`src/rtl/snax_shell_csr_ctrl.sv`:
```
`default_nettype none
// ============================================================================
// Module      : snax_shell_csr_ctrl
// Description : CSR / launch controller for SNAX accelerator shells.
//               Queues configuration sets so the host can program job N+1
//               while job N runs, produces a registered busy flag, a
//               busy-cycle performance counter and per-stream beat counters
//               (plus optional per-stream stall counters), all exported as
//               read-only CSRs.
// Ports       : clk_i / rst_ni          clock, asynchronous active-low reset
//               csr_reg_set_*           config set from the CSR manager
//               core_cfg_*              FIFO head towards the core config port
//               core_busy_i             busy flag from the accelerator core
//               strm_valid_i/ready_i    monitored stream handshakes
//               busy_o, cfg_pending_o   status CSRs
//               perf_cycles_o           busy-cycle counter
//               beat_cnt_o, stall_cnt_o per-stream counters (CNT_WIDTH each)
// Options     : SNAX_SHELL_STALL_CNT_EN  when defined, generates the stall
//               counters; otherwise stall_cnt_o is tied to zero.
// Revision    : 1.0  initial release
// ============================================================================
module snax_shell_csr_ctrl #(
    parameter int NUM_CFG_REGS   = 6,
    parameter int REG_DATA_WIDTH = 32,
    parameter int CFG_FIFO_DEPTH = 2,   // legal range 1..8
    parameter int NUM_STREAMS    = 4,
    parameter int CNT_WIDTH      = 32   // must not exceed REG_DATA_WIDTH
) (
    input  logic                                   clk_i,
    input  logic                                   rst_ni,
    input  logic [NUM_CFG_REGS*REG_DATA_WIDTH-1:0] csr_reg_set_i,
    input  logic                                   csr_reg_set_valid_i,
    output logic                                   csr_reg_set_ready_o,
    output logic [NUM_CFG_REGS*REG_DATA_WIDTH-1:0] core_cfg_o,
    output logic                                   core_cfg_valid_o,
    input  logic                                   core_cfg_ready_i,
    input  logic                                   core_busy_i,
    input  logic [NUM_STREAMS-1:0]                 strm_valid_i,
    input  logic [NUM_STREAMS-1:0]                 strm_ready_i,
    output logic                                   busy_o,
    output logic [3:0]                             cfg_pending_o,
    output logic [CNT_WIDTH-1:0]                   perf_cycles_o,
    output logic [NUM_STREAMS*CNT_WIDTH-1:0]       beat_cnt_o,
    output logic [NUM_STREAMS*CNT_WIDTH-1:0]       stall_cnt_o
);

    localparam int             c_cfg_w    = NUM_CFG_REGS * REG_DATA_WIDTH;
    localparam int             c_ptr_w    = (CFG_FIFO_DEPTH > 1) ? $clog2(CFG_FIFO_DEPTH) : 1;
    localparam logic [c_ptr_w-1:0] c_last_ptr = c_ptr_w'(CFG_FIFO_DEPTH - 1);
    localparam logic [3:0]     c_depth    = 4'(CFG_FIFO_DEPTH);

    // Counters stick at all-ones instead of wrapping.
    function automatic logic [CNT_WIDTH-1:0] sat_inc(input logic [CNT_WIDTH-1:0] v);
        return (v == '1) ? v : v + CNT_WIDTH'(1);
    endfunction

    // ------------------------------------------------------------------
    // Configuration FIFO
    // ------------------------------------------------------------------
    logic [c_cfg_w-1:0] r_mem [CFG_FIFO_DEPTH];
    logic [c_ptr_w-1:0] r_wr_ptr;
    logic [c_ptr_w-1:0] r_rd_ptr;
    logic [3:0]         r_count;
    logic               r_launch_gap;
    logic               r_busy;

    logic w_full;
    logic w_not_empty;
    logic w_push;
    logic w_pop;
    logic w_win_start;

    assign w_full      = (r_count == c_depth);
    assign w_not_empty = (r_count != 4'd0);
    // Ready depends only on the registered count: a pop in the same cycle
    // never opens a slot for a push.
    assign w_push      = csr_reg_set_valid_i & ~w_full;
    assign w_pop       = w_not_empty & core_cfg_ready_i;
    // A job window opens only when the shell is fully idle; pushes that
    // arrive while busy fold into the running window.
    assign w_win_start = w_push & ~r_busy & ~w_not_empty;

    assign csr_reg_set_ready_o = ~w_full;
    assign core_cfg_valid_o    = w_not_empty;
    assign core_cfg_o          = r_mem[r_rd_ptr];
    assign cfg_pending_o       = r_count;
    assign busy_o              = r_busy;

    always_ff @(posedge clk_i or negedge rst_ni) begin
        if (!rst_ni) begin
            for (int i = 0; i < CFG_FIFO_DEPTH; i++) begin
                r_mem[i] <= '0;
            end
            r_wr_ptr <= '0;
            r_rd_ptr <= '0;
            r_count  <= 4'd0;
        end else begin
            if (w_push) begin
                r_mem[r_wr_ptr] <= csr_reg_set_i;
                r_wr_ptr        <= (r_wr_ptr == c_last_ptr) ? '0 : r_wr_ptr + c_ptr_w'(1);
            end
            if (w_pop) begin
                r_rd_ptr <= (r_rd_ptr == c_last_ptr) ? '0 : r_rd_ptr + c_ptr_w'(1);
            end
            case ({w_push, w_pop})
                2'b10:   r_count <= r_count + 4'd1;
                2'b01:   r_count <= r_count - 4'd1;
                default: r_count <= r_count;
            endcase
        end
    end

    // ------------------------------------------------------------------
    // Busy flag: the launch gap bridges the cycle between popping a config
    // and the core raising its own busy flag, so busy_o never dips there.
    // ------------------------------------------------------------------
    always_ff @(posedge clk_i or negedge rst_ni) begin
        if (!rst_ni) begin
            r_launch_gap <= 1'b0;
            r_busy       <= 1'b0;
        end else begin
            r_launch_gap <= w_pop;
            r_busy       <= w_not_empty | core_busy_i | r_launch_gap;
        end
    end

    // ------------------------------------------------------------------
    // Performance counter (clear beats increment)
    // ------------------------------------------------------------------
    logic [CNT_WIDTH-1:0] r_perf_cycles;

    always_ff @(posedge clk_i or negedge rst_ni) begin
        if (!rst_ni) begin
            r_perf_cycles <= '0;
        end else if (w_win_start) begin
            r_perf_cycles <= '0;
        end else if (r_busy) begin
            r_perf_cycles <= sat_inc(r_perf_cycles);
        end
    end

    assign perf_cycles_o = r_perf_cycles;

    // ------------------------------------------------------------------
    // Per-stream beat counters (count regardless of busy state)
    // ------------------------------------------------------------------
    generate
        for (genvar g = 0; g < NUM_STREAMS; g++) begin : g_beat
            logic [CNT_WIDTH-1:0] r_beat;

            always_ff @(posedge clk_i or negedge rst_ni) begin
                if (!rst_ni) begin
                    r_beat <= '0;
                end else if (w_win_start) begin
                    r_beat <= '0;
                end else if (strm_valid_i[g] & strm_ready_i[g]) begin
                    r_beat <= sat_inc(r_beat);
                end
            end

            assign beat_cnt_o[g*CNT_WIDTH +: CNT_WIDTH] = r_beat;
        end
    endgenerate

    // ------------------------------------------------------------------
    // Optional per-stream stall counters
    // ------------------------------------------------------------------
`ifdef SNAX_SHELL_STALL_CNT_EN
    generate
        for (genvar g = 0; g < NUM_STREAMS; g++) begin : g_stall
            logic [CNT_WIDTH-1:0] r_stall;

            always_ff @(posedge clk_i or negedge rst_ni) begin
                if (!rst_ni) begin
                    r_stall <= '0;
                end else if (w_win_start) begin
                    r_stall <= '0;
                end else if (strm_valid_i[g] & ~strm_ready_i[g]) begin
                    r_stall <= sat_inc(r_stall);
                end
            end

            assign stall_cnt_o[g*CNT_WIDTH +: CNT_WIDTH] = r_stall;
        end
    endgenerate
`else
    assign stall_cnt_o = '0;
`endif

endmodule
`default_nettype wire
```
`config.mk`:
```
export PLATFORM = sky130hd
export DESIGN_NAME = snax_shell_csr_ctrl
export DESIGN_NICKNAME = d
export VERILOG_FILES = /design/src/rtl/snax_shell_csr_ctrl.sv
export SDC_FILE = /design/constraint.sdc
export NUM_CORES = 1
export LEC_CHECK = 0
export ABC_AREA = 1
export CAP_MARGIN = 20
export CORE_AREA = 2 2 273 275
export DETAILED_ROUTE_END_ITERATION = 8
export DIE_AREA = 0 0 275 277
export PLACE_DENSITY = 0.66
export SYNTH_ARGS = -nofsm -noshare
export SYNTH_HDL_FRONTEND = slang
export SYNTH_SLANG_ARGS = --single-unit
```
`constraint.sdc`:
```
create_clock -name clk_i -period 2.4 [get_ports clk_i]
set_clock_uncertainty 0.15 [all_clocks]
set_input_delay 0.36 -clock clk_i [delete_from_list [all_inputs] [get_ports clk_i]]
set_output_delay 0.36 -clock clk_i [all_outputs]
set_load 0.02 [all_outputs]
```
### Word-level counts from Yosys, hierarchy flattened

Cells that the tools add are included.

* bits in registers: 552
* bits in latches: 0
* RAM bits: 0
* ROM bits: 0
* input port bits: 205
* output and inout bits: 487
* logic and storage cells: 89
* memories: 0

* add/subtract/negate cells: 9
* multipliers: 0
* div/mod/pow operators: 0
* magnitude comparators: 3
* equal/unequal tests: 13
* shift-type cells: 0
* muxes and demuxes: 24
* bitwise operators: 15
* reduce and logical (&&, ||, !) cells: 13

Operators with widths (number)
* 192-bit two-way mux: 4
* 32-bit two-way mux: 15
* 384-bit bitwise mux: 1
* 192-bit demux with 1-bit select: 1
* 32-bit by 1-bit adder with 32-bit output, second input constant: 5
* 32-bit equality test, second input constant: 5
* 2-bit nonzero test: 6
* 2-bit != test, second input constant: 5
* 2-bit AND reduction: 5
* 1-bit bitwise AND: 8
* 4-bit one-hot mux with 2 select lines: 1
* 4-bit by 1-bit adder with 4-bit output, second input constant: 1
* 4-bit by 2-bit equality test with 1-bit output, second input constant: 1
* 2-bit >= comparator, second input constant: 2
* 1-bit inverter with 2-bit output: 2
* 4-bit nonzero test: 1
* 4-bit by 1-bit subtractor with 4-bit output, second input constant: 1
* 1-bit inverter: 3
* 1-bit adder, second input constant: 2
* 2-bit by 1-bit equality test with 1-bit output, second input constant: 1
* 2-bit equality test, second input constant: 1
* 2-bit by 1-bit less-than comparator with 1-bit output, second input constant: 1
* 1-bit two-way mux: 2
* 1-bit bitwise OR: 2
* 1-bit logical AND: 1

### Depth between registers and ports, before layout

Gate-level depths: netlist of the first run.

* depth in word-level cells: 7
* depth in mapped cells: 11
* gate-level depth less buffers: 10

### Worst setup path before layout of the first run

OpenSTA, ideal clock, no wires.

* kind: reg2reg
* from: register r_count[0] (netlist: cfg_pending_o[0])
* to: register r_count[2] (netlist: cfg_pending_o[2])
* setup time: 0.128 ns
* data arrival time: 2.058 ns
* data required time: 2.122 ns
* setup slack: 0.064 ns
* stages on the path, launching flop included: 11
* buffers on the path: 0
* period minus slack after synthesis: 2.336 ns
* cell sequence: dfrtp_1 > nor3_4 > nand2_1 > nand2_1 > inv_1 > ha_1 > xor2_1 > ha_1 > a21oi_1 > xor2_1 > o21ai_0

* elaborated cells on any way between the ends: 11
* classes of those cells: add/sub: 2; eq/ne: 3; mux: 1; bitwise: 3; reduce/logical: 2

RTL lines
* start: declaration: line 63 `logic [3:0] r_count;`
* start signal: assignment: line 106 `2'b10: r_count <= r_count + 4'd1;`
* start signal: assignment: line 107 `2'b01: r_count <= r_count - 4'd1;`
* start signal: assignment: line 108 `default: r_count <= r_count;`
* 4-bit nonzero test (*): line 74 `assign w_not_empty = (r_count != 4'd0);`
* net core_cfg_valid_o: line 35 `output logic core_cfg_valid_o,`
* 1-bit bitwise AND (*): line 78 `assign w_pop = w_not_empty & core_cfg_ready_i;`
* net w_pop: line 70 `logic w_pop;`
* 2-bit by 1-bit equality test with 1-bit output / 2-bit equality test (equally long branches): line 105 `case ({w_push, w_pop})`
* 4-bit one-hot mux with 2 select lines / 2-bit nonzero test (equally long branches)

The timed path passes the listed nets; every way through them passes the cells marked *.
A chain may end at the register's enable or synchronous reset.

### Worst setup path in the final report of the first run

* from: register r_rd_ptr
* to: output port core_cfg_o[21]

* word-level cells in the longest chain between the ends: 4

RTL lines
* start: declaration: line 62 `logic [c_ptr_w-1:0] r_rd_ptr;`
* start signal: assignment: line 103 `r_rd_ptr <= (r_rd_ptr == c_last_ptr) ? '0 : r_rd_ptr + c_ptr_w'(1);`
* 1-bit inverter with 2-bit output (implied by the code): line 85 `assign core_cfg_o = r_mem[r_rd_ptr];`
* 192-bit two-way mux (implied by the code) (3 in series): line 85
* end: declaration: line 34 `output logic [NUM_CFG_REGS*REG_DATA_WIDTH-1:0] core_cfg_o,`

Every way passes these cells. The select of a mux whose other input is x is not followed.

==> results of run 1 <==
## repair_timing
item / in CTS / in global routing
hold endpoints to repair: 369 / 0
pin swaps: 1 / 23
cloned: 3 / 17
resized for setup: 553 / 526
buffers inserted: 1 / 23
setup endpoints to repair: 195 / 198
hold buffers: 1 / 0
## power groups by stage
stage,logic (uW),clock network (uW),registers (uW)
after floorplan,11200,0,15400
after global placement,20400,0,15600
after detailed placement,20600,0,15600
after CTS,20200,9790,15600
after global routing,24200,10100,16200
final,22100,9550,15700
## worst max-delay path, cell delays in order (launching register included)
cell and delay [ns]:
dfrtp_4 0.55, clkinv_8 0.14, buf_16 0.18, buf_12 0.13
clkbuf_16 0.16, nand2_1 0.06, nand2_1 0.06, buf_6 0.13
## metal layers
metal,vias up,GRT usage
met4,20,0.09203
li1,12960,-
met5,-,0
met1,12210,0.2916
met2,878,0.3802
met3,209,0.06122
## stage by stage
step / hold WS [ns] / TNS [ns] / instances / power [uW] / util
2_1_floorplan: -0.08559 / 0 / 3987 / 26550 / -
3_3_place_gp: 0.1230 / 0 / 5322 / 36010 / 0.4772
3_5_place_dp: 0.1301 / 0 / 5322 / 36260 / 0.4772
4_1_cts: 0.01922 / -35.77 / 5442 / 45540 / 0.5073
5_1_grt: 0.03944 / -29.02 / 5492 / 50480 / 0.5164
6_report: 0.04054 / -13.94 / 5492 / 47400 / 0.5164
## area by class of cell
cell class / count / area, sq um / share of cell area
inverters: 336 / 1274 / 0.03352
repair buffers: 700 / 7198 / 0.1895
repair inverters: 1 / 8.758 / 0.0002305
clock inverters: 28 / 300.3 / 0.007904
multi-input cells: 2808 / 12380 / 0.3259
diodes: 11 / 27.53 / 0.0007245
flip-flops and latches: 552 / 13820 / 0.3637
clock buffers: 87 / 1774 / 0.04670
well taps: 969 / 1212 / 0.03191
## flip-flops by register name (all words and copies together), names as in the netlist
name and count:
busy_o 1, r_wr_ptr 1, cfg_pending_o 4, g_beat.r_beat 128, r_mem 384, r_launch_gap 1, r_rd_ptr 1, perf_cycles_o 32
## cells by family after synthesis
logic type / count (synthesis) / synth area share
AND/OR/NAND/NOR: 2085 / 0.2897
buffers and inverters: 627 / 0.1110
flip-flops: 552 / 0.4833
AO/OA/AOI/OAI: 523 / 0.09281
XOR/XNOR: 64 / 0.01961
adder cells (fa/ha/maj): 8 / 0.003502
other: 1 / 0.0001312
## cells in the mapped netlist (30+ instances only)
master    count
o21ai_1     216
nand3_1     174
buf_4       141
buf_2        50
xor2_1       40
inv_1       336
buf_6        30
nand2_1    1601
dfrtp_1     552
o21ai_0     289
clkbuf_1     56
nor2_1      244
## worst paths after layout
check	end	depth (start not counted)	start
hold reg to reg	busy_o	1	r_launch_gap
hold / removal	r_mem[192]	2	rst_ni
setup / recovery	core_cfg_o[21]	7	r_rd_ptr
setup reg to reg	perf_cycles_o[26]	10	perf_cycles_o[0]
max in group asynchronous	r_mem[289]	4	rst_ni
min in group clk_i	r_mem[202]	3	csr_reg_set_i[10]
==> results.ini, run 1 <==
[run_status]
status = complete, but fails checks
violations = negative setup slack

[setup_path]
reg2reg_setup_slack_ns = 0.16
cp_max_fo = 15
critical_path_class = reg2out
startpoint_type = flop
cp.arrival_ns = 2.08
end_kind = output pin
cp.required_ns = 1.89

[logic_synthesis]
syn-mean-instance-area_sq_um = 7.404
synth_warnings = 0
yosysSeqAreaShare = 0.4833
ys_top_cells_by_area = dfrtp_1 (48%), nand2_1 (21%), o21ai_0 (5.1%)
synth_cell_type_count = 38
synth_top_area_frac = 0.4833
ys_async_sr_fraction = 1.000
synth-edff-count = 0
synth_area_leader_cell = dfrtp_1
synth_ff_type = dfrtp_1
ys_ff_latch = 552
synthCells = 3860
synth.cell_area_sq_um = 28580

[power_and_ir_drop]
vdd.ir_drop.worst_v = 0.0008651
p_leak_uw = 0.01853
p_switching_uw = 19860
switching_share = 0.4190
p_per_area_nw_per_um2 = 1248
clkPwrFrac = 0.201
combinationalPowerShare = 0.466
intPower_uw = 27540
p_seq_frac = 0.332

[timing]
setup_viol = 167
hold_viol = 0
max_clock_freq_mhz = 386.2
timing.final.crit_share = 1.079
slew_violations = 0
worst_pin_slew_ns = 0.5437
maxSlewHeadroom = 0.6362
worst_slack_ns = -0.1894
rsz0062_at_grt = yes
layout_min_cycle_time_ns = 2.589

[die]
dieHeight_um = 277
core_sq_um = 73570
fp-row-count = 100
start_util = 0.3885
die_w_um = 275
boundaryPins = 692
fp.dieArea_sq_um = 76180

[global_route]
grt_pass1_vias = 24910
grt_max_degree = 113
grt_overflow_total = 0
grt_pass1_wl_mm = 140.4
antenna_found_initial = 22
track_usage = 0.2325

[place]
dp_hpwl_mm = 65.64
gp_congestion = 0.9148
post-place-ws_ns = 0.09842
io_buffers = 563
dpl-instance-area_sq_um = 35110

[route]
drc = 0
wl_per_cell_um = 16.85
dr.max_layer_used = met5
wl_met1_mm = 38.08
drt-total-wl_mm = 92.56
firstDrtPassIters = 5
vias = 26280
viasPerCell = 4.785
drtIter0Drc = 1896
wl_met2_mm = 43.89
postRouteAntennaNets = 0
met3_length_mm = 6.888

[clock_tree]
cts.clk_slew.worst_paths_ns = 0.06
clockBufferDepth = 3
cts_tree = built
clock_latency_ns = 0.63
cts_buffers = 61
clkSinkCount = 552
clock-root-buffer = clkbuf_16
cts_max_level = 2

[final_layout]
nets = 4673
layout_common_cells = nand2_1 (1,522), dfrtp_1 (551), clkdlybuf4s50_1 (368)
final_common_cell = nand2_1
fin_area_sq_um = 37990
area.growth.synth_to_final_pct = 32.93
drive_gt1_frac = 0.1221
nFillCells = 7019

[flow_run]
cap_violations = 0

[worst_hold_path]
hold_path.class = in2async

Note: power is estimated with default switching activity, not from simulation.
==> run 2: changes to the inputs <==
--- a/config.mk
+++ b/config.mk
@@ -11,6 +11,7 @@
 export DETAILED_ROUTE_END_ITERATION = 8
 export DIE_AREA = 0 0 275 277
 export PLACE_DENSITY = 0.66
+export SETUP_SLACK_MARGIN = 0.3
 export SYNTH_ARGS = -nofsm -noshare
 export SYNTH_HDL_FRONTEND = slang
 export SYNTH_SLANG_ARGS = --single-unit
==> run 2 against run 1 <==
  * The run still ends with negative setup slack left
  * Non-clock buffer count up 14
  * First-iteration DRC count up 4.3%
  * Clock power grew 9.9%
==> results.ini, run 2 (synthesis results as in run 1) <==
[timing]
maxSlewHeadroom = 0.6413
max_clock_freq_mhz = 404.5
worst_pin_slew_ns = 0.5380
holdWs_ns = 0.08481
layout_min_cycle_time_ns = 2.472
slew_violations = 0
hold_viol = 0
rsz0062_at_grt = yes
timing.final.crit_share = 1.030
setup_viol = 73
worst_slack_ns = -0.07235

[setup_path]
cp.required_ns = 1.89
critical_path_class = reg2out
cp_max_fo = 5
end_kind = output pin
rr_worst_depth = 10
crit_end = core_cfg_o[175]
cp.arrival_ns = 1.96
startpoint_type = flop
startpoint = r_rd_ptr
reg2reg_from = perf_cycles_o[0]
worstReg2RegEnd = perf_cycles_o[25]
reg2reg_setup_slack_ns = 0.09

[global_route]
grt_pass1_wl_mm = 141.0
grt_max_degree = 59
track_usage = 0.2345
grt_pass1_vias = 24990
antenna_found_initial = 23
grt_overflow_total = 0

[route]
drtIter0Drc = 1977
drt-total-wl_mm = 92.76
postRouteAntennaNets = 0
wl_per_cell_um = 16.84
firstDrtPassIters = 5
drc = 0
vias = 26370
viasPerCell = 4.788

[clock_tree]
cts_buffers = 66
clkSinkCount = 552
cts_tree = built
cts.clk_slew.worst_paths_ns = 0.06
cts_max_level = 3
clockBufferDepth = 3
clock-root-buffer = clkbuf_16
clock_latency_ns = 0.61

[final_layout]
largest_reg_flops = 384
nets = 4692
final_common_cell = nand2_1
area.growth.synth_to_final_pct = 36.43
postLayoutCoreUtil = 0.5300
fin_area_sq_um = 38990
layout_common_cells = nand2_1 (1,475), dfrtp_1 (549), clkdlybuf4s50_1 (368)
layout.cells.non_filler = 5508
top_register = r_mem
nFillCells = 6937
drive_gt1_frac = 0.1368

[die]
fp.dieArea_sq_um = 76180
core_sq_um = 73570
boundaryPins = 692
die_w_um = 275
start_util = 0.3885
dieHeight_um = 277
fp-row-count = 100

[flow_run]
cap_violations = 0

[place]
dp_hpwl_mm = 66.40
io_buffers = 563
gp_congestion = 0.9384
dpl-instance-area_sq_um = 35380
post-place-cells = 5335

[power_and_ir_drop]
intPower_uw = 29390
p_switching_uw = 20360
p_leak_uw = 0.01898
combinationalPowerShare = 0.470
p_seq_frac = 0.319
switching_share = 0.4092
power_uw = 49750
clkPwrFrac = 0.212
p_per_area_nw_per_um2 = 1276
vdd.ir_drop.worst_v = 0.0008778

[worst_hold_path]
hold_path.class = in2async

[run_status]
violations = negative setup slack
status = complete, but fails checks

## run 2: cell count changes in the layout (fill, tap and decap cells not counted), moves of 9 or more
cell | previous run | this run
buf_12 | 31 | 45
buf_4 | 95 | 121
buf_6 | 88 | 113
clkbuf_2 | 35 | 1
clkbuf_4 | 19 | 3
clkinv_2 | 18 | 9
nand2_1 | 1522 | 1475
nand2_2 | 74 | 94
nand2_4 | 13 | 41
## run 2: through the flow
step / worst slack, ns / setup TNS [ns]
6_report: -0.07235 / -1.782
4_1_cts: -0.4803 / -42.67
3_3_place_gp: 0.07444 / 0
2_1_floorplan: 0.2798 / 0
3_5_place_dp: 0.06855 / 0
5_1_grt: -0.1257 / -10.38
## run 2: layout make-up
class	count	area (sq um)	share of cell area
Clock inverter	25	436.7	0.01120
Timing Repair inverter	1	16.27	0.0004171
Inverter	336	1274	0.03266
Tap cell	969	1212	0.03109
Clock buffer	90	1863	0.04778
Sequential cell	552	13820	0.3544
Multi-Input combinational cell	2808	12640	0.3243
Antenna cell	13	32.53	0.0008343
Timing Repair Buffer	714	7695	0.1973
## run 2: how the worst min path moves through the flow
stage / endpoint / slack (ns) / cells past startpoint
2_1_floorplan: busy_o / -0.09 / 0
4_1_cts: r_mem[169] / 0.06 / 2
3_3_place_gp: r_mem[169] / 0.14 / 1
3_5_place_dp: r_mem[169] / 0.14 / 1
5_1_grt: r_mem[361] / 0.09 / 2
6_report: r_mem[169] / 0.08 / 2
## run 2: routing by layer
metal  vias up  routed length (um)  GRT usage
met5         -                 116          0
met1     12270               37970     0.2955
li1      13010                   -          -
met4        18                4726     0.1206
met2       841               43130     0.3688
met3       239                6819    0.06208
## run 2: power by group through the flow
stage	logic, uW	clock network, uW	registers, uW
5_1_grt	25400	11100	16200
3_5_place_dp	20800	0	15700
2_1_floorplan	11200	0	15400
3_3_place_gp	20500	0	15600
4_1_cts	21500	10700	15600
6_report	23400	10500	15900
## run 2: worst max-delay path, cell delays in order (launching register included)
cell	delay (ns)
dfrtp_4	0.55
buf_6	0.15
buf_12	0.14
buf_16	0.14
buf_8	0.12
nand2_4	0.06
nand2_4	0.05
buf_12	0.13
## run 2: timing repair
item | 4_1_cts | 5_1_grt
setup buffers | 9 | 14
gates cloned | 8 | 13
pin swaps | 0 | 46
hold endpoints to repair | 351 | 0
setup endpoints to repair | 501 | 721
hold buffers | 1 | 0
resized for setup | 502 | 735
